### src/rtl/uart_pkg.sv
// Shared UART constants: FSM state encoding and oversampling sample points.
package uart_pkg;

   localparam int OS_DEFAULT = 16;

   localparam logic [2:0] IDLE      = 3'd0;
   localparam logic [2:0] START     = 3'd1;
   localparam logic [2:0] DATA      = 3'd2;
   localparam logic [2:0] STOP      = 3'd3;
   localparam logic [2:0] WAIT_HIGH = 3'd4;

   // The three samples straddle mid-bit and end on the bit's last tick.
   function automatic int samp0(input int os);
      return os - 3;
   endfunction

   function automatic int samp1(input int os);
      return os - 2;
   endfunction

   function automatic int samp2(input int os);
      return os - 1;
   endfunction

   function automatic int mid_start(input int os);
      return os / 2 - 1;
   endfunction

endpackage

### src/rtl/sync_2ff.sv
// Two-flop synchronizer for a single asynchronous input, with a selectable reset level.
module sync_2ff #(
   parameter logic RST_VAL = 1'b1
) (
   input  logic clk,
   input  logic reset,
   input  logic i_d,
   output logic o_q
);

   logic meta_q, meta_d;
   logic sync_q, sync_d;

   always_comb begin
      meta_d = i_d;
      sync_d = meta_q;
   end

   always_ff @(posedge clk) begin
      if (reset) begin
         meta_q <= RST_VAL;
         sync_q <= RST_VAL;
      end else begin
         meta_q <= meta_d;
         sync_q <= sync_d;
      end
   end

   assign o_q = sync_q;

endmodule

### src/rtl/uart_rx_os16.sv
// UART receiver with OS-times oversampling, 3-sample majority vote per bit and
// a separate framing-error pulse; a low stop bit parks the FSM until the line idles.
module uart_rx_os16
   import uart_pkg::*;
#(
   parameter int N  = 8,
   parameter int OS = OS_DEFAULT
) (
   input  logic         clk,
   input  logic         reset,
   input  logic         i_tick,
   input  logic         i_rx,
   output logic [N-1:0] o_data,
   output logic         o_valid,
   output logic         o_frame_err,
   output logic         o_busy
);

   localparam int SW = $clog2(OS);
   localparam int NW = $clog2(N) + 1;

   localparam logic [SW-1:0] S_SAMP0 = SW'(samp0(OS));
   localparam logic [SW-1:0] S_SAMP1 = SW'(samp1(OS));
   localparam logic [SW-1:0] S_SAMP2 = SW'(samp2(OS));
   localparam logic [SW-1:0] S_MID   = SW'(mid_start(OS));
   localparam logic [NW-1:0] N_LAST  = NW'(N - 1);

   logic          rx_s;
   logic [2:0]    state_q, state_d;
   logic [SW-1:0] s_q, s_d;
   logic [NW-1:0] n_q, n_d;
   logic [N-1:0]  sh_q, sh_d;
   logic [1:0]    samp_q, samp_d;
   logic [N-1:0]  data_q, data_d;
   logic          valid_q, valid_d;
   logic          ferr_q, ferr_d;
   logic          maj;

   sync_2ff #(.RST_VAL(1'b1)) u_sync (
      .clk   (clk),
      .reset (reset),
      .i_d   (i_rx),
      .o_q   (rx_s)
   );

   // Third sample is the live rx_s on the bit's last tick.
   assign maj = (samp_q[0] & samp_q[1]) | (samp_q[0] & rx_s) | (samp_q[1] & rx_s);

   always_comb begin
      state_d = state_q;
      s_d     = s_q;
      n_d     = n_q;
      sh_d    = sh_q;
      samp_d  = samp_q;
      data_d  = data_q;
      valid_d = 1'b0;
      ferr_d  = 1'b0;
      case (state_q)
         IDLE: begin
            if (!rx_s) begin
               state_d = START;
               s_d     = '0;
            end
         end
         START: begin
            if (i_tick) begin
               if (s_q == S_MID) begin
                  s_d     = '0;
                  n_d     = '0;
                  state_d = rx_s ? IDLE : DATA;
               end else begin
                  s_d = s_q + 1'b1;
               end
            end
         end
         DATA, STOP: begin
            if (i_tick) begin
               s_d = s_q + 1'b1;
               if (s_q == S_SAMP0) samp_d[0] = rx_s;
               if (s_q == S_SAMP1) samp_d[1] = rx_s;
               if (s_q == S_SAMP2) begin
                  s_d = '0;
                  if (state_q == DATA) begin
                     sh_d = {maj, sh_q[N-1:1]};
                     n_d  = n_q + 1'b1;
                     if (n_q == N_LAST) state_d = STOP;
                  end else if (maj) begin
                     data_d  = sh_q;
                     valid_d = 1'b1;
                     state_d = IDLE;
                  end else begin
                     ferr_d  = 1'b1;
                     state_d = WAIT_HIGH;
                  end
               end
            end
         end
         WAIT_HIGH: begin
            if (rx_s) state_d = IDLE;
         end
         default: state_d = IDLE;
      endcase
   end

   always_ff @(posedge clk) begin
      if (reset) begin
         state_q <= IDLE;
         s_q     <= '0;
         n_q     <= '0;
         sh_q    <= '0;
         samp_q  <= '0;
         data_q  <= '0;
         valid_q <= 1'b0;
         ferr_q  <= 1'b0;
      end else begin
         state_q <= state_d;
         s_q     <= s_d;
         n_q     <= n_d;
         sh_q    <= sh_d;
         samp_q  <= samp_d;
         data_q  <= data_d;
         valid_q <= valid_d;
         ferr_q  <= ferr_d;
      end
   end

   assign o_data      = data_q;
   assign o_valid     = valid_q;
   assign o_frame_err = ferr_q;
   assign o_busy      = (state_q != IDLE);

endmodule

### config.mk
export PLATFORM = sky130hd
export DESIGN_NAME = uart_rx_os16
export DESIGN_NICKNAME = d
export VERILOG_FILES = /design/src/rtl/uart_pkg.sv /design/src/rtl/sync_2ff.sv /design/src/rtl/uart_rx_os16.sv
export SDC_FILE = /design/constraint.sdc
export NUM_CORES = 1
export LEC_CHECK = 0
export ABC_CLOCK_PERIOD_IN_PS = 1700
export BUFFER_PORTS_ARGS = -buffer_cell sky130_fd_sc_hd__buf_2
export CORE_UTILIZATION = 52
export CTS_CLUSTER_SIZE = 30
export DETAILED_ROUTE_END_ITERATION = 10
export MAX_ROUTING_LAYER = met4
export PLACE_DENSITY = 0.78
export SKIP_LAST_GASP = 1
export SLEW_MARGIN = 20
export SYNTH_ARGS = -nofsm -noshare
export SYNTH_HDL_FRONTEND = slang
export SYNTH_SLANG_ARGS = --single-unit
export TNS_END_PERCENT = 10
### constraint.sdc
create_clock -name clk -period 1.7 [get_ports clk]
set_clock_uncertainty 0.1 [all_clocks]
set_input_delay 0.255 -clock clk [delete_from_list [all_inputs] [get_ports clk]]
set_output_delay 0.255 -clock clk [all_outputs]
set_load 0.01 [all_outputs]
==> results.ini <==
[logic_synthesis]
synth_top_family_by_area = simple AND/OR/NAND/NOR gates
yosysUniqueCellTypes = 45
synthSimpleGateAreaFrac = 0.284
synth_top_area_frac = 0.416
syn_inst = 177
synth-edff-count = 0
avgSynthCellArea_um2 = 8.97
synth_flop_cell = dfxtp_1
synth_area_leaders = dfxtp_1 42%, mux2i_1 11%, nand2_1 5.2%
synthMuxAreaShare = 0.113
synth_area_leader_cell = dfxtp_1
synth_compound_area_frac = 0.0851
ys_seq_area_frac = 0.416
synthXorXnorAreaFrac = 0.0110
ys_seq_elements = 33
synthAdderAreaFrac = 0.0378
ys_warn_count = 0
synth_area_um2 = 1590
synthArstFlopShare = 0
syn-num-nets = 185

[clocking]
clkSinkCount = 33
clockRootBuffer = clkbuf_4
clk_pin_slew_ns = 0.09
cts_tree = built
htreeDepth = 2
clock_path_buffers = 2
cts_made_buffers = 5
clock_latency_ns = 0.34

[worst_setup_path]
cp-start-kind = flop
critPathMaxFanout = 8
crit_arrival_ns = 1.32
cp_data_required_time_ns = 1.34
crit_start = state_q[1]
r2r-end = s_q[3]
worstSetupEndpointType = output pin
regToRegSetupSlack_ns = 0.04
reg2reg_from = state_q[1]
critPathKind = reg2out
r2r_cells = 6

[floorplanning]
core_area_um2 = 2830
fp.dieW_um = 57.3
die_y_um = 57.3
dieArea_um2 = 3280
rows = 19
io_pins = 15
initial_core_util = 0.561

[power_and_ir_drop]
p_leak_nw = 0.840
powerDensity_nw_per_um2 = 887
ir_worst_vdd_mv = 0.487

[grt]
grt_usage = 0.228
grt_max_degree = 13
grt_pass1_vias = 1272
gr-total-overflow = 0
antenna_found_initial = 0
grt_first_pass_wirelength_um = 5550

[routing]
wl_met1_um = 1570
drt_iter0_markers = 38
wl_per_cell_um = 13.7
dr.pass1.iters = 7
ant_nets = 0
drc = 1
vias = 1311
met3_wirelength_um = 189
via_per_inst = 5.53
wl_met2_um = 1480
highest_layer = met4
drt-total-wl_um = 3250

[finish]
drive_gt1_frac = 0.277
finalNetCount = 213
area_delta_synth_final_pct = 20.3
n_fill_cell = 228
diodes = 0
fin_util = 0.675
fin_cells = 237

[sta]
setup_viol = 0
period_share = 0.986
timing.final.ws_setup_ns = 0.0234
worst_pin_slew_ns = 0.397
slew_headroom = 0.731
rsz0062_at_grt = yes
timing.final.max_slew_violations = 0
hold_viol = 0
fin_crit_ns = 1.68
max_freq_mhz = 596
timing.hold.ws_ns = 0.0734
tns_ns = 0

[placed_design]
placed_cells = 226
dpl_worst_slack_ns = 0.0408
hpwl_um = 2410
port-buffer-count = 14
gp_congestion = 0.853

[status]
outcome = finished with violations
violations = DRC

[hold_path]
hold_depth = 2
holdPathEnd = n_q[1]
min_path_type = in2reg
hold_start = reset

[flow_run]
cap_violations = 0

## sequential cells by signal, indices dropped and copies added, names as in the netlist
name / count
sh_q: 8
samp_q: 2
o_frame_err: 1
o_valid: 1
state_q: 3
u_sync.o_q: 1
o_data: 8
u_sync.meta_q: 1
n_q: 4
s_q: 4
## routing by layer
metal,vias up,track usage
met5,-,-
met4,0,0.0523
met3,2,0.0748
met2,33,0.350
met1,606,0.294
li1,670,-
## layout by cell type (no fill, tap or decap), types with 5 or more instances in the layout
master and instances:
buf_4 17, buf_2 14, mux2i_1 18, a21oi_1 5, dfxtp_1 30, nand3_1 8, nor2_1 18, clkbuf_4 5
o21ai_0 5, nand2_1 22
## final cells by class
type | instances | area [µm²] | share of cell area
Sequential cell | 33 | 669 | 0.350
Clock inverter | 1 | 30.0 | 0.0157
Inverter | 4 | 15.0 | 0.00786
Clock buffer | 7 | 55.1 | 0.0288
Multi-Input combinational cell | 127 | 863 | 0.452
Timing Repair Buffer | 34 | 239 | 0.125
Tap cell | 31 | 38.8 | 0.0203
## power by group
group          total (W)  switching, W  internal (W)
clock network   0.000610      0.000259      0.000351
logic           0.000281      0.000149      0.000132
registers       0.000803     0.0000105      0.000793
## cell usage after synthesis, types with 4 or more instances
cell type  number
a21oi_1         5
buf_2           6
nor3b_1         5
mux2i_1        18
dfxtp_1        33
nand2_1        22
nor2_1         18
o21ai_0         5
ha_1            4
nand3_1         8
## metrics by stage
| stage | instance area, µm² | power (W) |
|---|---|---|
| after floorplan | 1590 | 0.000995 |
| after global placement | 1770 | 0.00106 |
| after detailed placement | 1770 | 0.00107 |
| after CTS | 1890 | 0.00169 |
| after global routing | 1910 | 0.00178 |
| final | 1910 | 0.00169 |
## repair_timing
action | in CTS | in global routing
gates resized for setup | 6 | 5
hold buffers | 1 | 0
setup buffers | 2 | 0
pin swaps | 0 | 2
endpoints found under the setup margin | 1 | 15
endpoints found under the hold margin | 1 | 0
## how the worst max path moves through the flow
stage	depth (start not counted)	end	slack, ns
2_1_floorplan	7	sh_q[0]	0.01
5_1_grt	6	s_q[3]	-0.05
3_3_place_gp	6	state_q[2]	0.07
6_report	3	o_busy	0.02
3_5_place_dp	5	n_q[2]	0.04
4_1_cts	6	s_q[3]	-0.002
## cell families (layout without fill, tap and decap cells)
logic type | count (synthesis) | in the layout
AOI/OAI and AO/OA | 20 | 20
and+or+nand+nor | 82 | 82
adders and majority gates | 5 | 5
muxes | 18 | 18
xor gates and xnor gates | 2 | 2
buffers and inverters | 17 | 46
DFF | 33 | 33
## critical path, stage by stage, from the launching register on
cell,delay (ns)
dfxtp_4,0.36
buf_6,0.13
or3_1,0.36
buf_2,0.15
No activity file was read; power rests on OpenSTA's default activity.
